[src/rtl/seq_table_controller.sv]
// Table-driven sequencer: steps count_out through a host-loaded table on each adv strobe.
// Optional sticky command-error flag (err) is built in when SEQ_TABLE_CTRL_ERR_EN is defined.
module seq_table_controller #(
    parameter int WIDTH  = 4,
    parameter int DEPTH  = 8,
    parameter int ADDR_W = 3
) (
    input  logic              clk,
    input  logic              reset,
    input  logic              wr_en,
    input  logic [ADDR_W-1:0] wr_addr,
    input  logic [WIDTH-1:0]  wr_data,
    input  logic [ADDR_W:0]   seq_len,
    input  logic              start,
    input  logic              stop,
    input  logic              pause,
    input  logic              loop_en,
    input  logic              adv,
    output logic [WIDTH-1:0]  count_out,
    output logic [ADDR_W-1:0] index,
    output logic              busy,
    output logic              done,
    output logic              wrap
`ifdef SEQ_TABLE_CTRL_ERR_EN
    ,
    output logic              err
`endif
);

    localparam logic [ADDR_W:0] DEPTH_L = (ADDR_W+1)'(DEPTH);

    typedef enum logic [1:0] {IDLE, RUN, PAUSE, DONE} state_t;

    state_t            state_q, state_d;
    logic [WIDTH-1:0]  table_q [DEPTH];
    logic [WIDTH-1:0]  cnt_q, cnt_d;
    logic [ADDR_W-1:0] idx_q, idx_d, idx_inc;
    logic [ADDR_W:0]   len_q, len_d;
    logic              loop_q, loop_d;
    logic              done_q, done_d;
    logic              wrap_q, wrap_d;
    logic              idle_like, len_ok, start_ok, wr_ok, last;

    assign idle_like = (state_q == IDLE) || (state_q == DONE);
    assign len_ok    = (seq_len != '0) && (seq_len <= DEPTH_L);
    assign start_ok  = start && len_ok && idle_like;
    assign wr_ok     = wr_en && idle_like && ({1'b0, wr_addr} < DEPTH_L);
    assign idx_inc   = idx_q + 1'b1;
    assign last      = ({1'b0, idx_q} == (len_q - 1'b1));

    // Table reads in the start cycle see the pre-write contents because the write is registered.
    always_ff @(posedge clk or negedge reset) begin
        if (!reset) begin
            for (int i = 0; i < DEPTH; i++) table_q[i] <= '0;
        end else if (wr_ok) begin
            table_q[wr_addr] <= wr_data;
        end
    end

    always_comb begin
        state_d = state_q;
        cnt_d   = cnt_q;
        idx_d   = idx_q;
        len_d   = len_q;
        loop_d  = loop_q;
        done_d  = 1'b0;
        wrap_d  = 1'b0;
        case (state_q)
            IDLE, DONE: begin
                if (start_ok) begin
                    state_d = RUN;
                    idx_d   = '0;
                    cnt_d   = table_q[0];
                    len_d   = seq_len;
                    loop_d  = loop_en;
                end
            end
            RUN: begin
                if (stop) begin
                    state_d = IDLE;
                    idx_d   = '0;
                    cnt_d   = '0;
                end else if (pause) begin
                    state_d = PAUSE;
                end else if (adv) begin
                    if (last) begin
                        if (loop_q) begin
                            idx_d  = '0;
                            cnt_d  = table_q[0];
                            wrap_d = 1'b1;
                        end else begin
                            state_d = DONE;
                            done_d  = 1'b1;
                        end
                    end else begin
                        idx_d = idx_inc;
                        cnt_d = table_q[idx_inc];
                    end
                end
            end
            PAUSE: begin
                if (stop) begin
                    state_d = IDLE;
                    idx_d   = '0;
                    cnt_d   = '0;
                end else if (!pause) begin
                    state_d = RUN;
                end
            end
            default: state_d = IDLE;
        endcase
    end

    always_ff @(posedge clk or negedge reset) begin
        if (!reset) begin
            state_q <= IDLE;
            cnt_q   <= '0;
            idx_q   <= '0;
            len_q   <= '0;
            loop_q  <= 1'b0;
            done_q  <= 1'b0;
            wrap_q  <= 1'b0;
        end else begin
            state_q <= state_d;
            cnt_q   <= cnt_d;
            idx_q   <= idx_d;
            len_q   <= len_d;
            loop_q  <= loop_d;
            done_q  <= done_d;
            wrap_q  <= wrap_d;
        end
    end

    assign count_out = cnt_q;
    assign index     = idx_q;
    assign busy      = (state_q == RUN) || (state_q == PAUSE);
    assign done      = done_q;
    assign wrap      = wrap_q;

`ifdef SEQ_TABLE_CTRL_ERR_EN
    logic err_q, err_d;

    // Only an accepted start clears the flag; every rejected command sets it.
    always_comb begin
        err_d = err_q;
        if (start_ok) begin
            err_d = 1'b0;
        end else if ((!idle_like && (wr_en || start)) || (start && !len_ok)) begin
            err_d = 1'b1;
        end
    end

    always_ff @(posedge clk or negedge reset) begin
        if (!reset) err_q <= 1'b0;
        else        err_q <= err_d;
    end

    assign err = err_q;
`endif

endmodule

[config.mk]
export PLATFORM = sky130hd
export DESIGN_NAME = seq_table_controller
export DESIGN_NICKNAME = d
export VERILOG_FILES = /design/src/rtl/seq_table_controller.sv
export SDC_FILE = /design/constraint.sdc
export NUM_CORES = 1
export LEC_CHECK = 0
export CAP_MARGIN = 25
export CORE_MARGIN = 2
export CORE_UTILIZATION = 43
export CTS_BUF_LIST = sky130_fd_sc_hd__clkbuf_4
export DETAILED_ROUTE_END_ITERATION = 10
export GPL_TIMING_DRIVEN = 0
export HOLD_SLACK_MARGIN = 0.02
export MAX_ROUTING_LAYER = met4
export PLACE_DENSITY = 0.7
export SLEW_MARGIN = 20
export SYNTH_ARGS = -nofsm -noshare
export SYNTH_HDL_FRONTEND = slang
export SYNTH_SLANG_ARGS = --single-unit
[constraint.sdc]
create_clock -name clk -period 2.25 [get_ports clk]
set_input_delay 0.45 -clock clk [delete_from_list [all_inputs] [get_ports clk]]
set_output_delay 0.45 -clock clk [all_outputs]
set_load 0.01 [all_outputs]
# --- After elaboration in Yosys (flattened, before gate mapping) ---
# Index checks and enable logic that the tools add are counted.
totals:
  ff_bits: 48
  output_inout_bits: 10
  inputBits: 19
classes:
  addsub: 2
  magnitude_cmp: 4
  bitwise: 2
  mux: 43
  eq_ne: 13
  reduce_logical: 13
ops:
  columns: ["operator", "count"]
  rows:
  - ["2-to-1 mux 4 bit", 10]
  - ["bitwise mux 32 bit", 1]
  - ["2-to-1 mux 3 bit", 7]
  - ["2-to-1 mux 2 bit", 8]
  - ["!= test 4 bit (second input constant)", 4]
  - ["binary-select mux 4 bit (select 3 bit)", 1]
  - ["demux 4 bit (select 3 bit)", 1]
  - ["2-to-1 mux 1 bit", 12]
  - ["case mux 4 bit (3 select lines)", 1]
  - ["AND reduction 5 bit", 2]
  - ["!= test 3 bit (second input constant)", 3]
  - ["case mux 3 bit (3 select lines)", 1]
  - [">= comparator 4 bit (second input constant)", 2]
  - ["inverter 3 -> 4 bit", 2]
  - ["case mux 2 bit (3 select lines)", 1]
  - ["logical AND 1 bit", 5]
  - ["== test 2 bit (second input constant)", 2]
  - ["== test 3 x 4 -> 1 bit", 1]
  - ["less-or-equal comparator 4 bit (second input constant)", 1]
  - ["less-than comparator 4 x 1 -> 1 bit (second input constant)", 1]
  - ["!= test 2 bit (second input constant)", 2]
  - ["nonzero test 4 bit", 1]
  - ["subtractor 4 x 1 -> 4 bit (second input constant)", 1]
  - ["adder 3 x 1 -> 3 bit (second input constant)", 1]
  - ["other kinds (5)", 6]

# --- Longest topological paths before layout ---
# Gate-level depths: netlist of run 1.
logic_depth:
  ltp_word: 10
  ltp_mapped: 8

# --- Least setup slack after synthesis of run 1 ---
# No wires, ideal clock.
synth_path:
  path_type: "reg2reg"
  startpoint: "register idx_q[0], in the netlist index[0]"
  endpoint: "register cnt_q[1], in the netlist count_out[1]"
  period_less_slack_ns: 2.307
  path_slack_ns: -0.057
  t_arrival_ns: 2.177
  stages_incl_launch_ff: 7
  path_cell_list: "dfrtp_1 ha_1 xor2_1 mux4_2 mux2_2 o21ai_0 a31oi_1"
synth_between:
  elab_chain_cells: 10
  word_cells_on_any_way: 13
synth_lines:
  columns: ["item", "line_no", "text"]
  rows:
  - ["start: declaration", "37", "logic [ADDR_W-1:0] idx_q, idx_d, idx_inc;"]
  - ["start signal: assignment", "126", "idx_q <= idx_d;"]
  - ["adder 3 x 1 -> 3 bit", "48", "assign idx_inc = idx_q + 1'b1;"]
  - ["inverter 3 -> 4 bit (not written as such)", "97", "cnt_d = table_q[idx_inc];"]
  - ["binary-select mux 4 bit (select 3 bit)", "97", null]
  - ["2-to-1 mux 4 bit (not written as such) (2 in a row)", "97", null]
  - ["2-to-1 mux 4 bit", "86", "if (last) begin"]
  - ["2-to-1 mux 4 bit", "85", "end else if (adv) begin"]
  - ["2-to-1 mux 4 bit", "83", "end else if (pause) begin"]
  - ["2-to-1 mux 4 bit", "79", "if (stop) begin"]
  - ["case mux 4 bit (3 select lines)", "68", "case (state_q)"]
  - ["end signal: assignment", "125", "cnt_q <= cnt_d;"]
  - ["end: declaration", "36", "logic [WIDTH-1:0] cnt_q, cnt_d;"]
# Several ways; a longest one is shown, not always the timed one. The select of a mux whose other input is x is not followed.
# A chain may end at the register's enable or synchronous reset.

# --- Worst setup path after layout of run 1 ---
layout_path:
  startpoint: "register idx_q[1], in the netlist index[1]"
  endpoint: "register cnt_q[1], in the netlist count_out[1]"
# Same word-level chain as after synthesis.

==> results.yml, run 1 <==
synthesis:
  synth_top_area_share_pct: 49.00
  postSynth.asyncResetShare_pct: 100.0
  syn_inst: 193
  synthFlopType: "dfrtp_1"
  ys_ff_latch: 48
  syn-cell-area_sq_um: 2451
  avgSynthCellArea_sq_um: 12.70
  synth_top_area_cell: "dfrtp_1"
  ys_warn_count: 0
  synth_area_leaders: "dfrtp_1 (49%), mux2_2 (18%), mux4_2 (4.6%), ha_1 (2.0%), nand2_1 (1.8%)"
  synth_nets: 216
  seq_area_frac_synth_pct: 49.00
  netlist-cell-type-count: 42
  synth_edf_count: 0
placed_design:
  hpwlAfterDp_mm: 3.856
  pre_cts_ws_ps: -322.8
  place_inst: 294
  globalplace.congestion: 0.8438
  port-buffer-count: 28
power_and_ir_drop:
  leakagePower_nw: 1.243
  powerDensity_nw_per_um2: 1255
  ir_drop_v: 0.0005848
drt:
  drtPass1Iterations: 4
  drc: 0
  finalWirelength_mm: 5.082
  ant_nets: 0
  drt-initial-drc-count: 120
  wl_per_cell_um: 16.55
  vias_per_cell: 5.668
  dr_total_vias: 1740
cts:
  cts_tree: "yes"
  insertion_delay_ps: 380
  cts.htree.levels: 2
  numCtsBuffers: 5
  clock-root-buffer: "clkbuf_4"
  path_clk_slew_ps: 150
  cts.path.max_buffers: 2
  cts.sinks: 48
sta:
  hold_viol_final: 0
  post-route-period-util_pct: 96.52
  relSlewSlack_pct: 51.82
  finalSetupTns_ps: 0
  worst_slack_ps: 78.39
  finalSetupViolations: 0
  fmax_ghz: 0.4605
  finClkSkew_ps: 12.12
  drv_slew: 0
  tightestPinTransition_ps: 717.2
  fin_crit_ps: 2172
  rsz0062_at_grt: "no"
  hold_slack_ps: 519.8
worst_setup_path:
  path_max_fanout: 7
  worstPathRequired_ps: 2530
  start_kind: "flip-flop"
  critPathKind: "reg -> reg"
  crit_start: "index[1]"
  crit_arrival_ps: 2450
  end_kind: "flip-flop"
  reg2reg_from: "index[1]"
floorplanning:
  start_util_pct: 44.51
  ios: 29
  die_x_um: 79.50
  dieArea_sq_um: 6320
  std_cell_rows: 27
  core_area_sq_um: 5507
  die_h_um: 79.50
layout:
  drive_above_1_share_pct: 31.06
  diodes: 0
  area_delta_synth_final_pct: 22.92
  fin_cells: 307
  final_cell_mix: "dfrtp_1 (46), mux2_2 (40), clkdlybuf4s50_1 (26)"
  regArea_sq_um: 1204
  final_common_cell: "dfrtp_1"
  finalNetCount: 257
  multi_input_area_sq_um: 1247
  fin_util_pct: 54.71
  n_fill_cell: 457
global_routing:
  antenna_found_initial: 0
  grt_pass1_vias: 1790
  grt-ovfl-total: 0
  grt_pass1_wl_mm: 8.659
  grtUsageTotal_pct: 18.33
  grt_max_degree: 31
status:
  status: "finished clean"
hold_path:
  hold_start: "table_q[1]"
  hp-class: "reg -> reg"
flow_run:
  maxCapViolCount: 0
## stage by stage
stage / total power [W] / instance area, sq um
finish: 0.003780 / 3013
global route: 0.004080 / 3013
CTS: 0.003772 / 2975
detailed placement: 0.003220 / 2844
global placement: 0.003157 / 2829
floorplan: 0.002711 / 2459
## final cells by class
type / instances / share of cell area [%]
sequential: 48 / 39.95
timing repair buffer: 34 / 11.09
buffer: 5 / 1.038
inverter: 6 / 0.7475
multi-input combinational: 134 / 41.40
clock inverter: 3 / 1.537
tap: 72 / 2.990
clock buffer: 5 / 1.246
## worst max-delay path: stages, from the launching register on
cell and delay, ps:
dfrtp_1 480, ha_4 210, xor2_4 300, mux4_2 540
mux2_2 290, o21ai_1 170, a31oi_1 90
## power breakdown
part | internal (W) | switching [W] | leakage (nW)
registers | 0.00126 | 0.000251 | 0.588
logic | 0.000952 | 0.000789 | 0.614
clock network | 0.000238 | 0.000294 | 0.0418
total | 0.00245 | 0.00133 | 1.24
## cells by family after synthesis
family          synth area share, %
buf+inv                       2.093
xor+xnor                      2.399
compound gates                8.423
flops                         49.00
mux                           25.27
fa+ha+maj                     2.042
simple gates                  10.77
## routing by layer
metal | routed length (um) | GRT usage, % | part of all wire [%]
met1 | 2358 | 24.48 | 46
met2 | 2385 | 27.73 | 47
met3 | 255 | 3.846 | 5.0
met4 | 83 | 6.897 | 1.6
met5 | 0 | - | 0
## Yosys cell counts, types with 3 or more instances
library cell / number
mux4_2: 5
and3_1: 3
a21oi_1: 3
dfrtp_1: 48
nor2_1: 7
a211oi_1: 3
nor2b_1: 4
nor4_1: 4
inv_1: 6
mux2_2: 40
xnor2_1: 3
ha_1: 4
nand2_1: 12
nand2b_1: 4
nor3_1: 6
mux2i_1: 3
o22a_1: 3
a31oi_1: 4
## repair_timing
action / CTS / global route
hold buffers: 1 / 0
resized for setup: 8 / 4
setup buffers: 1 / 3
endpoints found under the setup margin: 7 / 6
cloned: 0 / 0
pin swaps: 0 / 0
endpoints found under the hold margin: 15 / 0
## worst paths after layout
check	to	slack, ps	depth (start not counted)
hold reg to reg	table_q[1]	520	1
max in group asynchronous	index[0]	1180	3
setup reg to reg	count_out[1]	80	6
hold / removal	table_q[1]	520	1
min in group asynchronous	count_out[3]	530	2
setup / recovery	count_out[1]	80	6
## state kept, by name, summed over array words and instances (netlist names)
name and flops:
count_out 4, done 1, index 3, len_q 4
loop_q 1, state_q 2, table_q 32, wrap 1
(Power assumes the default switching activity.)
==> run 2: changes to the inputs <==
--- a/config.mk
+++ b/config.mk
@@ -14,6 +14,7 @@
 export HOLD_SLACK_MARGIN = 0.02
 export MAX_ROUTING_LAYER = met4
 export PLACE_DENSITY = 0.7
+export SKIP_CTS_REPAIR_TIMING = 1
 export SLEW_MARGIN = 20
 export SYNTH_ARGS = -nofsm -noshare
 export SYNTH_HDL_FRONTEND = slang
==> run 2 against run 1 <==
Non-clock buffer count did not move. Critical path type unchanged. Flip-flop and latch count unchanged. Global-route usage down 0.10 points. Utilization is 0.091 points higher. Die area stayed put. Sequential share of layout area barely moved. Worst setup slack gained 27 ps. Maximum frequency is 1.2% higher. Routed wire length rose by 0.65%. Largest cell class unchanged. Worst hold slack worse by 0.78 ps. First-iteration DRC count increased by 13%.
==> results.yml, run 2 (synthesis gave the netlist of run 1 again) <==
worst_setup_path:
  r2r_cells: 6
  critPathKind: "reg -> reg"
  crit_chain: "ha_4 > xor2_4 > mux4_2 > mux2_2 > o21ai_1 > a31oi_1"
  start_kind: "flip-flop"
  end_kind: "flip-flop"
  reg2reg_from: "index[1]"
  r2r-end: "count_out[1]"
  worstPathRequired_ps: 2530
  path_delay_family: "multiplexers"
  critPathSlowestCell: "mux4_2"
  worst-path-buf-inv: 0
  rrSetupSlack_ps: 110
  crit_arrival_ps: 2420
  max_stage_delay_ps: 540
  path_max_fanout: 7
power_and_ir_drop:
  powerDensity_nw_per_um2: 1257
  leakagePower_nw: 1.250
  ir_drop_v: 0.0005818
sta:
  fin_crit_ps: 2145
  fmax_ghz: 0.4662
  drv_slew: 0
  finalSetupViolations: 0
  finClkSkew_ps: 11.83
  relSlewSlack_pct: 51.64
  post-route-period-util_pct: 95.33
  tightestPinTransition_ps: 719.8
  hold_viol_final: 0
  finalSetupTns_ps: 0
  hold_slack_ps: 519.0
cts:
  cts.sinks: 48
  insertion_delay_ps: 380
  cts.htree.levels: 2
  path_clk_slew_ps: 150
  cts.path.max_buffers: 2
  cts_tree: "yes"
  clock-root-buffer: "clkbuf_4"
  numCtsBuffers: 5
floorplanning:
  std_cell_rows: 27
  ios: 29
  start_util_pct: 44.51
  dieArea_sq_um: 6320
  die_x_um: 79.50
  core_area_sq_um: 5507
  die_h_um: 79.50
drt:
  drtPass1Iterations: 4
  vias_per_cell: 5.625
  wl_per_cell_um: 16.66
  ant_nets: 0
  drt-initial-drc-count: 136
  dr_total_vias: 1727
  drc: 0
  finalWirelength_mm: 5.115
layout:
  drive_above_1_share_pct: 31.49
  final_common_cell: "dfrtp_1"
  regMostFlops: "table_q"
  final_cell_mix: "dfrtp_1 (45), mux2_2 (40), clkdlybuf4s50_1 (26)"
  diodes: 0
  area_delta_synth_final_pct: 23.12
  finalNetCount: 257
  largest_reg_flops: 32
global_routing:
  grt_max_degree: 31
  grt-ovfl-total: 0
  antenna_found_initial: 0
  grtUsageTotal_pct: 18.23
  grt_pass1_vias: 1783
  grt_pass1_wl_mm: 8.611
hold_path:
  worstHoldEndpoint: "table_q[1]"
  hp-class: "reg -> reg"
  hold_start: "table_q[1]"
  holdPathStages: 1
placed_design:
  globalplace.congestion: 0.8438
  port-buffer-count: 28
  hpwlAfterDp_mm: 3.856
status:
  status: "finished clean"
flow_run:
  maxCapViolCount: 0
[run 2: cell count changes in the layout (fill, tap and decap cells not counted)]
cell            previous run  this run
dlygate4sd2_1              1         0
dfrtp_1                   46        45
dfrtp_2                    2         3
dlymetal6s2s_1             0         1
[run 2: metrics by stage]
step / utilization, % / worst slack [ps] / cells / instance area [sq um] / power [W]
2_1_floorplan: - / 56.45 / 193 / 2459 / 0.002711
4_1_cts: 53.17 / -347.4 / 302 / 2928 / 0.003752
3_5_place_dp: 51.65 / -322.8 / 294 / 2844 / 0.003220
3_3_place_gp: 51.37 / -699.1 / 293 / 2829 / 0.003157
6_report: 54.81 / 105.1 / 307 / 3018 / 0.003795
5_1_grt: 54.81 / -12.76 / 307 / 3018 / 0.004088
[run 2: how the worst max path moves through the flow]
| stage | from | end | slack [ps] | depth (start not counted) |
|---|---|---|---|---|
| 3_3_place_gp | reset | table_q[21] | -700 | 1 |
| 4_1_cts | index[0] | count_out[1] | -350 | 6 |
| 3_5_place_dp | index[0] | count_out[1] | -320 | 6 |
| 6_report | index[1] | count_out[1] | 110 | 6 |
| 5_1_grt | state_q[0] | count_out[3] | -10 | 8 |
| 2_1_floorplan | index[0] | count_out[1] | 60 | 6 |
[run 2: power breakdown]
part	total, W	switching, W	internal (W)
clock network	0.000534	0.000297	0.000238
registers	0.00151	0.000253	0.00126
logic	0.00175	0.000792	0.000960
total	0.00379	0.00134	0.00245
[run 2: final cells by class]
| class | instances | area (sq um) |
|---|---|---|
| multi-input combinational | 134 | 1247 |
| inverter | 6 | 22.52 |
| buffer | 5 | 31.28 |
| fill | 458 | 2489 |
| clock inverter | 3 | 46.29 |
| tap | 72 | 90.09 |
| sequential | 48 | 1205 |
| clock buffer | 5 | 37.54 |
| timing repair buffer | 34 | 337.8 |
[run 2: layer usage]
| metal | GRT usage, % | part of all wire [%] | vias up |
|---|---|---|---|
| met2 | 27.48 | 46 | 54 |
| met1 | 24.40 | 47 | 843 |
| li1 | - | - | 815 |
| met4 | 6.897 | 1.9 | 0 |
| met3 | 3.846 | 4.9 | 15 |
| met5 | - | 0 | - |
[run 2: worst register-to-register path, stage by stage, from the launching register on]
cell     delay [ps]
dfrtp_2         480
ha_4            200
xor2_4          290
mux4_2          540
mux2_2          290
o21ai_1         160
a31oi_1          90
